### src/rtl/lc3_execute.sv
// LC3 execute stage: resolves bypassed operands, runs the ALU and the
// PC-relative address adder, and registers the results together with the
// forwarded control fields for the memaccess/writeback stages.
// Optional feature: define LC3_EXEC_ERR_EN to add the sticky exec_err output.
module lc3_execute #(
    parameter int DATA_W = 16
) (
    input  logic              clock,
    input  logic              reset,
    input  logic              enable_execute,
    input  logic [5:0]        e_control,
    input  logic              mem_control,
    input  logic [1:0]        w_control,
    input  logic [DATA_W-1:0] ir,
    input  logic [DATA_W-1:0] npc_out,
    input  logic [DATA_W-1:0] vsr1,
    input  logic [DATA_W-1:0] vsr2,
    input  logic              bypass_alu_1,
    input  logic              bypass_alu_2,
    input  logic              bypass_mem_1,
    input  logic              bypass_mem_2,
    input  logic [DATA_W-1:0] mem_bypass_val,
    output logic [DATA_W-1:0] aluout,
    output logic [DATA_W-1:0] pcout,
    output logic [2:0]        dr,
    output logic [DATA_W-1:0] ir_exec,
    output logic [2:0]        nzp,
    output logic [DATA_W-1:0] m_data,
    output logic              mem_control_out,
    output logic [1:0]        w_control_out,
    output logic [2:0]        sr1,
    output logic [2:0]        sr2
`ifdef LC3_EXEC_ERR_EN
    ,
    output logic              exec_err
`endif
);

    localparam logic [1:0] ALU_ADD = 2'b00;
    localparam logic [1:0] ALU_AND = 2'b01;
    localparam logic [1:0] ALU_NOT = 2'b10;

    localparam logic [1:0] PCSEL_OFF11 = 2'b00;
    localparam logic [1:0] PCSEL_OFF9  = 2'b01;
    localparam logic [1:0] PCSEL_OFF6  = 2'b10;

    localparam logic [3:0] OP_BR  = 4'b0000;
    localparam logic [3:0] OP_ST  = 4'b0011;
    localparam logic [3:0] OP_STR = 4'b0111;
    localparam logic [3:0] OP_STI = 4'b1011;
    localparam logic [3:0] OP_LEA = 4'b1110;

    // Sign extension of the instruction immediate/offset fields.
    function automatic logic signed [DATA_W-1:0] sext5(input logic [4:0] v);
        return {{(DATA_W-5){v[4]}}, v};
    endfunction

    function automatic logic signed [DATA_W-1:0] sext6(input logic [5:0] v);
        return {{(DATA_W-6){v[5]}}, v};
    endfunction

    function automatic logic signed [DATA_W-1:0] sext9(input logic [8:0] v);
        return {{(DATA_W-9){v[8]}}, v};
    endfunction

    function automatic logic signed [DATA_W-1:0] sext11(input logic [10:0] v);
        return {{(DATA_W-11){v[10]}}, v};
    endfunction

    // Decoded control fields.
    logic [1:0] alu_control;
    logic [1:0] pcselect1;
    logic       pcselect2;
    logic       op2select;
    logic [3:0] opcode;

    assign alu_control = e_control[5:4];
    assign pcselect1   = e_control[3:2];
    assign pcselect2   = e_control[1];
    assign op2select   = e_control[0];
    assign opcode      = ir[15:12];

    // Stage p0: combinational operand resolution, ALU and address adder.
    logic signed [DATA_W-1:0] operand1_p0;
    logic signed [DATA_W-1:0] operand2_p0;
    logic signed [DATA_W-1:0] op2_p0;
    logic signed [DATA_W-1:0] alu_res_p0;
    logic signed [DATA_W-1:0] addr_a_p0;
    logic signed [DATA_W-1:0] addr_b_p0;
    logic signed [DATA_W-1:0] pc_sum_p0;
    logic signed [DATA_W-1:0] result_p0;
    logic [2:0]               nzp_p0;

    // Register-source indices for hazard detection; stores read the source from ir[11:9].
    always_comb begin
        sr1 = ir[8:6];
        if (opcode == OP_ST || opcode == OP_STR || opcode == OP_STI) begin
            sr2 = ir[11:9];
        end else begin
            sr2 = ir[2:0];
        end
    end

    // Operand bypass muxes; the ALU bypass has priority over the memory bypass.
    always_comb begin
        if (bypass_alu_1) begin
            operand1_p0 = aluout;
        end else if (bypass_mem_1) begin
            operand1_p0 = mem_bypass_val;
        end else begin
            operand1_p0 = vsr1;
        end

        if (bypass_alu_2) begin
            operand2_p0 = aluout;
        end else if (bypass_mem_2) begin
            operand2_p0 = mem_bypass_val;
        end else begin
            operand2_p0 = vsr2;
        end

        op2_p0 = op2select ? operand2_p0 : sext5(ir[4:0]);
    end

    // ALU; the reserved encoding yields zero.
    always_comb begin
        case (alu_control)
            ALU_ADD: alu_res_p0 = operand1_p0 + op2_p0;
            ALU_AND: alu_res_p0 = operand1_p0 & op2_p0;
            ALU_NOT: alu_res_p0 = ~operand1_p0;
            default: alu_res_p0 = '0;
        endcase
    end

    // PC-relative address adder, wraps mod 2^DATA_W.
    always_comb begin
        case (pcselect1)
            PCSEL_OFF11: addr_a_p0 = sext11(ir[10:0]);
            PCSEL_OFF9:  addr_a_p0 = sext9(ir[8:0]);
            PCSEL_OFF6:  addr_a_p0 = sext6(ir[5:0]);
            default:     addr_a_p0 = '0;
        endcase
        addr_b_p0 = pcselect2 ? npc_out : operand1_p0;
        pc_sum_p0 = addr_a_p0 + addr_b_p0;
    end

    // LEA writes the computed address instead of the ALU result; branch mask only for BR.
    always_comb begin
        result_p0 = (opcode == OP_LEA) ? pc_sum_p0 : alu_res_p0;
        nzp_p0    = (opcode == OP_BR) ? ir[11:9] : 3'b000;
    end

    // Stage p1: registered results and forwarded control; hold when not enabled.
    always_ff @(posedge clock) begin
        if (reset) begin
            aluout          <= '0;
            pcout           <= '0;
            dr              <= '0;
            ir_exec         <= '0;
            nzp             <= '0;
            m_data          <= '0;
            mem_control_out <= 1'b0;
            w_control_out   <= '0;
        end else if (enable_execute) begin
            aluout          <= result_p0;
            pcout           <= pc_sum_p0;
            dr              <= ir[11:9];
            ir_exec         <= ir;
            nzp             <= nzp_p0;
            m_data          <= operand2_p0;
            mem_control_out <= mem_control;
            w_control_out   <= w_control;
        end
    end

`ifdef LC3_EXEC_ERR_EN
    logic err_cond_p0;

    assign err_cond_p0 = (alu_control == 2'b11) ||
                         (bypass_alu_1 && bypass_mem_1) ||
                         (bypass_alu_2 && bypass_mem_2);

    // Sticky error flag: set on an enabled edge with an illegal condition, cleared only by reset.
    always_ff @(posedge clock) begin
        if (reset) begin
            exec_err <= 1'b0;
        end else if (enable_execute && err_cond_p0) begin
            exec_err <= 1'b1;
        end
    end
`endif

endmodule

### config.mk
export PLATFORM = sky130hd
export DESIGN_NAME = lc3_execute
export DESIGN_NICKNAME = d
export VERILOG_FILES = /design/src/rtl/lc3_execute.sv
export SDC_FILE = /design/constraint.sdc
export NUM_CORES = 1
export LEC_CHECK = 0
export BUFFER_PORTS_ARGS = -buffer_cell sky130_fd_sc_hd__buf_2
export CORE_UTILIZATION = 48
export CTS_BUF_LIST = sky130_fd_sc_hd__clkbuf_16
export DETAILED_ROUTE_END_ITERATION = 8
export HOLD_SLACK_MARGIN = 0.06
export PLACE_DENSITY_LB_ADDON = 0.15
export SETUP_SLACK_MARGIN = 0.05
export SLEW_MARGIN = 20
export SYNTH_ARGS = -nofsm -noshare
export SYNTH_HDL_FRONTEND = slang
export SYNTH_SLANG_ARGS = --single-unit
### constraint.sdc
create_clock -name clock -period 4.04 [get_ports clock]
set_clock_uncertainty 0.2 [all_clocks]
set_input_delay 0.808 -clock clock [delete_from_list [all_inputs] [get_ports clock]]
set_output_delay 0.808 -clock clock [all_outputs]
set_load 0.01 [all_outputs]
==> impl_results.md, run 1 <==
* Fin. max-slew vios at 0
* Multi-input gate area at 4030 um^2
* Placed Instance Area at 7202 um^2
* Register area share after synthesis at 24.60%
* Effective utilization at floorplan at 49.67%
* Cell Count Post-Placement at 1088
* CTS tree: done
* Async set or reset register ratio after synthesis at 0%
* Final min period at 3845 ps
* Primary FF master, synth: dfxtp_1
* Metal-1 WL at 9.204 mm
* Global Route Usage Sum at 32.96%
* Number of port buffers at 174
* Flops & latches, synth at 70
* Ys Warns at 0
* Slew headroom at 49.67%
* Clk_lat worst skew at 350 ps
* VDD IR max at 0.2742 mV
* RePlAce Congestion at 0.9620
* Worst slew pin tran at 754.9 ps
* H-tree depth at 3
* Most frequent CP cell: o21ai_0
* Top cell type's share of synthesized area at 24.60%
* Final instance area at 7518 um^2
* Routed WL at 20.35 mm
* Pre-Repair DR Iteration Count at 5
* Average wire per standard cell at 18.43 um
* Uppermost layer routed: met4
* Final Hold Fails at 0
* Clock Tree Buf Depth at 2
* Post-CTS Hold Fix Bufs at 0
* Final WS setup at 195.3 ps
* Post-Syn Nets at 865
* Nets at 1084
* Sink Count at 70
* Reg clk slew, reported paths at 60 ps
* Startpoint Class: input port
* Root buf cell: clkbuf_16
* MaxCap Viol Count at 0
* Status: finished, final reports clean
* Max incr delay on CP at 390 ps
* Critical path required time at 4070 ps
* Filler cells at 1027
* Total CTS buffers at 9
* P per Cell Area at 338.7 nW/um^2
* Share of cells above drive strength 1 at 31.74%
* Synth unique cells at 61
* IO Pins at 175
* Final clock period utilization by the worst path at 95.17%
* Leak Pwr at 3.759 nW
* Total number of vias at 6305
* Hold Path Class: flip-flop to flip-flop
* DIE AREA at 12310 um^2
* Cell Chain, Critical Path: buf_2 > buf_12 > mux2i_1 > o21ai_0 > mux2_2 > ha_1 > o21ai_0 > o21ai_1 > a2111oi_2 > o21a_1 > nor3_2 > nor4_1 > nor3_1 > or3_1
* Vias/cell at 5.711
* DR WL met3 at 1.513 mm
* Grt total ovfl at 0
* Row Count at 39
* CP Class: input port to flip-flop
* Fin util at 65.56%
* Number of flops mapped to enable cells by yosys at 0
* WL met2 at 8.974 mm
* P&R area growth vs syn at 32.01%
* Post-route DRC at 0
* Core Region at 11470 um^2
* Initial DRC count at 493
* Mapped Area at 5695 um^2
* Vias in the first global route at 5840
* Die height at 110.9 um
* Worst-path maximum fanout at 11
* Critical path capture point type: flip-flop
* Initial antenna violation count at 0
* First-pass GRT wire length at 31.44 mm
* Diode count at 0
* Setup WS pre-CTS at -228.2 ps
* Unrepaired setup endpoints after global routing: true
* Mean post-synth cell area at 7.728 um^2
* Post-DP HPWL at 16.04 mm
* Die X at 110.9 um
* Post-route ant nets at 0
* Synth top area cells: dfxtp_1 25%, mux2i_1 15%, ha_1 6.8%
* Worst hold slack at 283.4 ps
* Peak Freq at 260.1 MHz
* Post-route non-filler standard cell count at 1104
* Pin count of the biggest net entering global routing at 68
* Yosys top cell by area: dfxtp_1
* Mapped Cells at 737
* Register Area at 1401 um^2
* Worst Path Arrival at 3870 ps
* Final Setup Violations at 0
* Max stage delay cell, worst path: a2111oi_2
cell families (layout without fill, tap and decap cells):
kind of cell | Yosys count | count (layout) | share of synthesized area (%)
AO/OA/AOI/OAI | 188 | 188 | 20.89
XOR/XNOR | 19 | 19 | 2.922
adder cells (fa/ha/maj) | 32 | 32 | 7.162
buffers and inverters | 70 | 294 | 5.338
flip-flops | 70 | 70 | 24.60
multiplexers | 104 | 104 | 18.87
AND/OR/NAND/NOR | 254 | 254 | 20.21
cell usage after synthesis (5+ instances only):
master and n:
a211oi_1 7, a21o_1 8, a21oi_1 53, and2_1 11, buf_1 8, buf_4 6
clkbuf_1 30, dfxtp_1 70, ha_1 31, inv_1 21, mux2_2 16, mux2i_1 86
nand2_1 81, nand2b_1 12, nand3_1 10, nand4_1 5, nor2_1 92, nor2b_1 7
nor3_1 13, nor3b_1 8, o21a_1 8, o21ai_0 57, o21ai_1 12, or3_1 6
xnor2_1 15
repair_timing:
| item | 4_1_cts | 5_1_grt |
|---|---|---|
| resized for setup | 0 | 8 |
| endpoints found under the setup margin | 0 | 7 |
| setup buffers | 0 | 0 |
power breakdown:
group          switching (mW)  internal [mW]
Clock                   0.339          0.424
Sequential             0.0427          0.746
Combinational           0.544          0.450
Total                   0.927           1.62
cell type report:
type	count	area share (%)
Multi-Input combinational cell	597	53.60
Timing Repair Buffer	257	20.57
Sequential cell	70	18.64
Clock buffer	9	2.996
Tap cell	143	2.380
Inverter	21	1.048
Clock inverter	7	0.7655
registers in the layout, indices dropped and copies added (netlist names):
signal           cells
aluout              16
dr                   2
ir_exec             14
m_data              16
mem_control_out      1
nzp                  3
pcout               16
w_control_out        2
layer usage:
layer  track usage (%)  vias up
met5                 0        -
met4             14.31        0
met3             5.467       38
met2             50.60      258
met1             45.41     2945
li1                  -     3064
cell usage in the layout, fill, tap and decap left out, types with 5 or more instances in the layout:
master     netlist  final
buf_2            3    173
nor2_1          92     92
mux2i_1         86     86
nand2_1         81     81
buf_4            6     80
dfxtp_1         70     70
o21ai_0         57     55
a21oi_1         53     51
ha_1            31     31
inv_1           21     21
mux2_2          16     16
xnor2_1         15     15
o21ai_1         12     13
nand2b_1        12     12
and2_1          11     11
nor3_1          13     11
nand3_1         10     10
clkbuf_16        0      9
a21o_1           8      8
o21a_1           8      8
nor3b_1          8      8
nor2b_1          7      7
or3_1            6      6
a211oi_1         7      6
nand4_1          5      5
metrics by stage:
| stage | TNS (ps) | power, mW |
|---|---|---|
| detailed placement | -833.7 | 1.770 |
| global route | 0 | 2.680 |
| finish | 0 | 2.546 |
| global placement | -319.8 | 1.757 |
| CTS | 0 | 2.540 |
| floorplan | 0 | 1.384 |
worst paths after layout:
kind | from | to | slack (ps) | cells past startpoint
min reg2reg | pcout[14]$_SDFFE_PP0P_ | pcout[14]$_SDFFE_PP0P_ | 280 | 2
max reg2reg | aluout[1]$_SDFFE_PP0P_ | aluout[15]$_SDFFE_PP0P_ | 690 | 12
max | bypass_mem_1 | aluout[15]$_SDFFE_PP0P_ | 200 | 14
min | pcout[14]$_SDFFE_PP0P_ | pcout[14]$_SDFFE_PP0P_ | 280 | 2
critical path: cells and delay by family:
kind,cells,cell delay [ps]
compound gates,5,1170
mux,2,490
fa+ha+maj,1,320
buf+inv,2,280
simple gates,4,800
Power figures use the tool's default switching activity.
==> run 2: changes to the inputs <==
Settings changed: CORE_UTILIZATION 48 to 57, GPL_ROUTABILITY_DRIVEN set to 0, HOLD_SLACK_MARGIN 0.06 to 0.1.
Clock period 4.04 ns to 4.6 ns, I/O delays scaled along.
==> run 2 against run 1 <==
Effect of this change:
- global-route usage rose by 4.0 points
- worst hold slack got worse by 15 ps
- combinational power fell by 22%
- clock-buffer cell count did not move
- register-to-register slack improved by 360 ps
- critical path depth did not move
- clock power rose by 0.8%
- critical endpoint unchanged
- largest power group unchanged
- highest routed layer unchanged
==> impl_results.md, run 2 (synthesized netlist as in run 1, its figures left out) <==
* Biggest regs: aluout x16, m_data x16, pcout x16 (unchanged)
* Clk_lat worst skew at 330 ps (was 350 ps)
* Fin util at 71.46% (was 65.56%)
* Post-CTS setup buffer count at 0 (unchanged)
* R2r setup slk at 1050 ps (was 690 ps)
* Die X at 102.0 um (was 110.9 um)
* Final Setup Violations at 0 (unchanged)
* P per Cell Area at 321.6 nW/um^2 (was 338.7 nW/um^2)
* Critical path required time at 4620 ps (was 4070 ps)
* CTS tree: done (unchanged)
* Hold Path Class: flip-flop to flip-flop (unchanged)
* Reg clk slew, reported paths at 60 ps (about the same)
* Post-CTS Hold Fix Bufs at 0 (unchanged)
* Startpoint Class: input port (unchanged)
* Status: finished, final reports clean (unchanged)
* Global Route Usage Sum at 36.94% (was 32.96%)
* Worst-path maximum fanout at 7 (was 11)
* Setup TNS at 0 ps (unchanged)
* Vias/cell at 6.134 (was 5.711)
* Row Count at 36 (was 39)
* Sink Count at 70 (unchanged)
* Post-route ant nets at 0 (unchanged)
* Final Hold Fails at 0 (unchanged)
* Initial DRC count at 501 (was 493)
* Fin. max-slew vios at 0 (unchanged)
* Slew headroom at 47.44% (was 49.67%)
* Post-route DRC at 0 (unchanged)
* Pre-Repair DR Iteration Count at 5 (unchanged)
* Nets at 1017 (was 1084)
* H-tree depth at 3 (unchanged)
* Critical path capture point type: flip-flop (unchanged)
* CP Class: input port to flip-flop (unchanged)
* Initial antenna violation count at 0 (unchanged)
* First-pass GRT wire length at 29.34 mm (was 31.44 mm)
* Crit path from: bypass_mem_1 (unchanged)
* Grt total ovfl at 0 (unchanged)
* VDD IR max at 0.2090 mV (was 0.2742 mV)
* Routed WL at 19.31 mm (was 20.35 mm)
* Share of cells above drive strength 1 at 25.73% (was 31.74%)
* Die height at 102.0 um (was 110.9 um)
* P&R area growth vs syn at 22.08% (was 32.01%)
* Reg2reg start: aluout[5]$_SDFFE_PP0P_ (was aluout[1]$_SDFFE_PP0P_)
* Peak Freq at 234.5 MHz
* Worst slew pin tran at 788.4 ps (was 754.9 ps)
* Worst Path Arrival at 4290 ps (was 3870 ps)
* MaxCap Viol Count at 0 (unchanged)
* Leak Pwr at 3.428 nW (was 3.759 nW)
* Post-DP HPWL at 14.37 mm (was 16.04 mm)
* Worst setup endpoint: aluout[15]$_SDFFE_PP0P_ (unchanged)
* Final clock period utilization by the worst path at 92.71%
* Pin count of the biggest net entering global routing at 71 (was 68)
* Commonest non-fill, non-tap cells in the layout: 173 x buf_2, 92 x nor2_1, 86 x mux2i_1, 81 x nand2_1, 70 x dfxtp_1 (was 173 x buf_2, 92 x nor2_1, 86 x mux2i_1, 81 x nand2_1, 80 x buf_4)
* Unrepaired setup endpoints after global routing: false (was true)
* Average wire per standard cell at 18.80 um (was 18.43 um)
* Most common cell after layout, fill and taps aside: buf_2 (unchanged)
* Clock Tree Buf Depth at 2 (unchanged)
* DIE AREA at 10400 um^2 (was 12310 um^2)
* Effective utilization at floorplan at 58.54% (was 49.67%)
* Total number of vias at 6300 (was 6305)
* Total CTS buffers at 9 (unchanged)
* Worst R2R Path Depth at 12 (unchanged)
* Worst reg2reg path endpoint: aluout[15]$_SDFFE_PP0P_ (unchanged)
* IO Pins at 175 (unchanged)
* Root buf cell: clkbuf_16 (unchanged)
* Diode count at 0 (unchanged)
* Number of port buffers at 174 (unchanged)
* Final min period at 4265 ps
* Vias in the first global route at 5696 (was 5840)
* Core Region at 9729 um^2 (was 11470 um^2)
* Gates resized, CTS repair at 0 (unchanged)
run 2: cell types whose count changed in the layout (fill, tap and decap cells not counted), moves of 2 or more:
cell and change:
nor3_1 +2, buf_4 -63, o21ai_0 +2, a21oi_2 -2, buf_12 -4, bufinv_16 +2
nor3_2 -2, a21oi_1 +2
run 2: stage by stage:
step                      cells  power, mW  hold WS [ps]  setup WS (ps)  instance area, um^2
after detailed placement   1011      1.450         258.8          101.5                 6630
after global routing       1027      2.329         295.3          160.9                 6953
after global placement     1011      1.429         258.9          249.4                 6630
final                      1027      2.236         268.5          335.2                 6953
after floorplan             737      1.213         290.2          179.8                 5695
after CTS                  1027      2.219         268.1          432.9                 6953
run 2: final cells by class:
cell class	instances	area, um^2
Tap cell	133	166.4
Timing Repair Buffer	190	993.5
Inverter	21	78.83
Sequential cell	70	1401
Multi-Input combinational cell	597	3990
Clock buffer	9	225.2
Fill cell	837	2776
Clock inverter	7	97.59
run 2: worst min path at each step:
stage / to / from / slack [ps] / cells after the start
after CTS: pcout[14]$_SDFFE_PP0P_ / pcout[14]$_SDFFE_PP0P_ / 270 / 2
after detailed placement: pcout[14]$_SDFFE_PP0P_ / pcout[14]$_SDFFE_PP0P_ / 260 / 2
after global placement: pcout[14]$_SDFFE_PP0P_ / pcout[14]$_SDFFE_PP0P_ / 260 / 2
final: pcout[14]$_SDFFE_PP0P_ / pcout[14]$_SDFFE_PP0P_ / 270 / 2
after global routing: pcout[14]$_SDFFE_PP0P_ / pcout[14]$_SDFFE_PP0P_ / 300 / 2
after floorplan: pcout[14]$_SDFFE_PP0P_ / pcout[14]$_SDFFE_PP0P_ / 290 / 2
run 2: power by group:
group	switching, mW	total [mW]	internal (mW)
clock	0.292	0.769	0.477
combinational	0.457	0.776	0.319
sequential	0.0357	0.691	0.655
run 2: routing by layer:
metal  vias to the layer above  share of wire [%]  global-route usage [%]
met5                         -                  0                       0
li1                       2926                  -                       -
met2                       411                 43                   55.65
met4                         0                4.8                   19.67
met1                      2891                 40                   47.66
met3                        72                 12                   10.74
run 2: critical path, cell delays in order:
cell,delay [ps]
buf_2,210
buf_4,230
mux2i_1,190
o21ai_0,200
mux2_2,350
ha_1,380
a21oi_1,210
o22ai_1,150
a2111oi_2,430
o21a_1,190
nor3_1,60
nor4_1,300
nor3_1,110
or3_1,360
==> run 3: changes to the inputs <==
Settings changed: ABC_AREA set to 1.
==> run 3 against run 2 <==
Effect of this change:
- synthesized area fell by 2.5%
- sequential share of layout area rose by 0.62 points
- via count rose by 6.0%
- worst hold slack got worse by 1.7 ps
- first-iteration DRC count rose by 1.6%
- final cell count rose by 14%
- clock-buffer cell count did not move
- sequential power barely moved
==> impl_results.md, run 3 <==
* Diode count at 0 (unchanged)
* Average wire per standard cell at 15.57 um (was 18.80 um)
* Post-route ant nets at 0 (unchanged)
* Global Route Usage Sum at 36.39% (was 36.94%)
* Async set or reset register ratio after synthesis at 0% (unchanged)
* Reg2reg start: aluout[8]$_SDFFE_PP0P_ (was aluout[5]$_SDFFE_PP0P_)
* Max incr delay on CP at 430 ps (about the same)
* P per Cell Area at 322.9 nW/um^2 (was 321.6 nW/um^2)
* CTS tree: done (unchanged)
* Most frequent CP cell: nand2_1 (was nor3_1)
* Flops & latches, synth at 70 (unchanged)
* Die height at 100.7 um (was 102.0 um)
* Initial antenna violation count at 0 (unchanged)
* Cell Chain, Critical Path: buf_2 > or2_2 > o211ai_1 > and2_1 > o21ai_0 > ha_1 > inv_1 > fa_1 > inv_1 > nand3_1 > o2111ai_1 > nand3_1 > nand2_1 > xor2_1 > nand2_1 > nand2_1 > a21oi_1 > nor2_1 (was buf_2 > buf_4 > mux2i_1 > o21ai_0 > mux2_2 > ha_1 > a21oi_1 > o22ai_1 > a2111oi_2 > o21a_1 > nor3_1 > nor4_1 > nor3_1 > or3_1)
* Nets at 1167 (was 1017)
* Grt total ovfl at 0 (unchanged)
* Worst hold slack at 266.8 ps (was 268.5 ps)
* First-pass GRT wire length at 28.93 mm (was 29.34 mm)
* Filler cells at 823 (was 837)
* Post-CTS setup buffer count at 0 (unchanged)
* Row Count at 35 (was 36)
* P&R area growth vs syn at 21.40% (was 22.08%)
* Post-DP HPWL at 13.49 mm (was 14.37 mm)
* Worst setup endpoint: aluout[12]$_SDFFE_PP0P_ (was aluout[15]$_SDFFE_PP0P_)
* Yosys top cell by area: dfxtp_1 (unchanged)
* Hold Path Class: flip-flop to flip-flop (unchanged)
* Worst Path Arrival at 3640 ps (was 4290 ps)
* Top cell type's share of synthesized area at 25.23% (was 24.60%)
* Leak Pwr at 3.606 nW (was 3.428 nW)
* Biggest regs: aluout x16, m_data x16, pcout x16 (unchanged)
* Initial DRC count at 509 (was 501)
* Primary FF master, synth: dfxtp_1 (unchanged)
* MaxCap Viol Count at 0 (unchanged)
* IO Pins at 175 (unchanged)
* Mapped Area at 5555 um^2 (was 5695 um^2)
* Mean post-synth cell area at 6.207 um^2 (was 7.728 um^2)
* Gates resized, CTS repair at 0 (unchanged)
* Final Setup Violations at 0 (unchanged)
* Total number of vias at 6677 (was 6300)
* Status: finished, final reports clean (unchanged)
* R2r setup slk at 1680 ps (was 1050 ps)
* Core Region at 9328 um^2 (was 9729 um^2)
* CP Class: input port to flip-flop (unchanged)
* Routed WL at 18.26 mm (was 19.31 mm)
* Critical path capture point type: flip-flop (unchanged)
* Critical path required time at 4680 ps (was 4620 ps)
* Pin count of the biggest net entering global routing at 102 (was 71)
* Final min period at 3567 ps (was 4265 ps)
* Effective utilization at floorplan at 59.56% (was 58.54%)
* VDD IR max at 0.2072 mV (was 0.2090 mV)
* Post-CTS Hold Fix Bufs at 0 (unchanged)
* Number of port buffers at 174 (unchanged)
* Synth top area cells: dfxtp_1 25%, nand2_1 15%, o21ai_0 11% (was dfxtp_1 25%, mux2i_1 15%, ha_1 6.8%)
* Register area share after synthesis at 25.23% (was 24.60%)
* Number of flops mapped to enable cells by yosys at 0 (unchanged)
* Share of cells above drive strength 1 at 21.93% (was 25.73%)
* Reg clk slew, reported paths at 60 ps (about the same)
* Setup TNS at 0 ps (unchanged)
* Register Area at 1401 um^2 (unchanged)
* Vias in the first global route at 6036 (was 5696)
* Total CTS buffers at 9 (unchanged)
* Ys Warns at 0 (unchanged)
* H-tree depth at 3 (unchanged)
* Sink Count at 70 (unchanged)
* Most common cell after layout, fill and taps aside: nand2_1 (was buf_2)
* Max stage delay cell, worst path: fa_1 (was a2111oi_2)
* Clk_lat worst skew at 340 ps (was 330 ps)
* Final Hold Fails at 0 (unchanged)
* Mapped Cells at 895 (was 737)
* Worst R2R Path Depth at 13 (was 12)
* Root buf cell: clkbuf_16 (unchanged)
* Worst path depth at 18 (was 14)
* Fin. max-slew vios at 0 (unchanged)
* Post-route DRC at 0 (unchanged)
* Final clock period utilization by the worst path at 77.54% (was 92.71%)
* Peak Freq at 280.4 MHz (was 234.5 MHz)
* Worst-path maximum fanout at 17 (was 7)
* Pre-Repair DR Iteration Count at 6 (was 5)
* Delay-heaviest family, CP: simple AND/OR/NAND/NOR gates (was compound AO/OA/AOI/OAI gates)
* Worst reg2reg path endpoint: aluout[13]$_SDFFE_PP0P_ (was aluout[15]$_SDFFE_PP0P_)
* Synth unique cells at 43 (was 61)
* DIE AREA at 10140 um^2 (was 10400 um^2)
* Most instantiated cells after synthesis: 220 x nand2_1, 127 x o21ai_0, 86 x inv_1 (was 92 x nor2_1, 86 x mux2i_1, 81 x nand2_1)
* Slew headroom at 37.79% (was 47.44%)
* Post-Syn Nets at 1023 (was 865)
* Worst slew pin tran at 933.1 ps (was 788.4 ps)
* Vias/cell at 5.692 (was 6.134)
* Die X at 100.7 um (was 102.0 um)
* Clock Tree Buf Depth at 2 (unchanged)
* Unrepaired setup endpoints after global routing: false (unchanged)
* Most common cell in the netlist: nand2_1 (was nor2_1)
* Worst path bufs/invs at 3 (was 2)
* Commonest non-fill, non-tap cells in the layout: 220 x nand2_1, 174 x buf_2, 127 x o21ai_0, 87 x inv_1, 73 x a21oi_1 (was 173 x buf_2, 92 x nor2_1, 86 x mux2i_1, 81 x nand2_1, 70 x dfxtp_1)
* Startpoint Class: input port (unchanged)
* Crit path from: bypass_mem_1 (unchanged)
* Multi-input gate area at 3581 um^2 (was 3990 um^2)
[run 3: cell count changes in the layout (fill, tap and decap cells not counted), sizes merged, moves of 9 or more]
cell / delta
and2: -10
mux2: -17
a22oi: +15
mux2i: -87
a21oi: +23
nand2: +153
nand3: +55
xnor2: -9
nand2b: -12
inv: +66
nor2: -20
o21ai: +61
[run 3: worst reg2reg max path, delay by kind of cell (launching register included)]
| family | cells | cell delay (ps) |
|---|---|---|
| DFF | 1 | 370 |
| adders and majority gates | 1 | 380 |
| AOI/OAI and AO/OA | 6 | 1440 |
| and+or+nand+nor | 5 | 360 |
| buffers and inverters | 1 | 110 |
[run 3: how the worst min path moves through the flow]
| stage | slack (ps) | to | startpoint | cells past startpoint |
|---|---|---|---|---|
| 2_1_floorplan | 290 | pcout[0]$_SDFFE_PP0P_ | pcout[0]$_SDFFE_PP0P_ | 2 |
| 3_3_place_gp | 250 | pcout[0]$_SDFFE_PP0P_ | pcout[0]$_SDFFE_PP0P_ | 2 |
| 3_5_place_dp | 260 | nzp[1]$_SDFFE_PP0P_ | nzp[1]$_SDFFE_PP0P_ | 2 |
| 4_1_cts | 270 | nzp[1]$_SDFFE_PP0P_ | nzp[1]$_SDFFE_PP0P_ | 2 |
| 5_1_grt | 290 | pcout[0]$_SDFFE_PP0P_ | pcout[0]$_SDFFE_PP0P_ | 2 |
| 6_report | 270 | nzp[1]$_SDFFE_PP0P_ | nzp[1]$_SDFFE_PP0P_ | 2 |
[run 3: cell families (layout without fill, tap and decap cells)]
group,count (synthesis),in the layout,synth area share (%)
xor+xnor,13,13,2.050
compound gates,254,254,25.07
buf+inv,139,288,10.41
fa+ha+maj,32,32,7.342
flops,70,70,25.23
simple gates,387,387,29.91
[run 3: per-stage QoR]
| step | power (mW) | cells | instance area [um^2] | util [%] | worst slack, ps |
|---|---|---|---|---|---|
| after floorplan | 1.185 | 895 | 5555 | - | 1164 |
| after global placement | 1.401 | 1157 | 6424 | 68.87 | 815.0 |
| after detailed placement | 1.410 | 1157 | 6424 | 68.87 | 737.1 |
| after CTS | 2.161 | 1173 | 6739 | 72.25 | 1077 |
| after global routing | 2.286 | 1173 | 6744 | 72.30 | 671.0 |
| final | 2.178 | 1173 | 6744 | 72.30 | 1033 |
[run 3: layout make-up]
type                            instances  share of cell area, %
Inverter                               89                  5.139
Multi-Input combinational cell        686                  53.10
Timing Repair Buffer                  183                  13.91
Tap cell                              129                  2.393
Clock inverter                          7                  1.336
Clock buffer                            9                  3.340
Sequential cell                        70                  20.78
[run 3: report_power, final]
| group | switching, mW | internal (mW) |
|---|---|---|
| clock | 0.285 | 0.472 |
| combinational | 0.462 | 0.268 |
| sequential | 0.0343 | 0.657 |
[run 3: routing by layer]
metal	track usage [%]	vias up	routed length [um]
li1	-	3274	-
met1	46.52	2946	7477
met2	60.12	400	8391
met3	4.300	57	1649
met4	19.29	0	743
met5	0	-	0
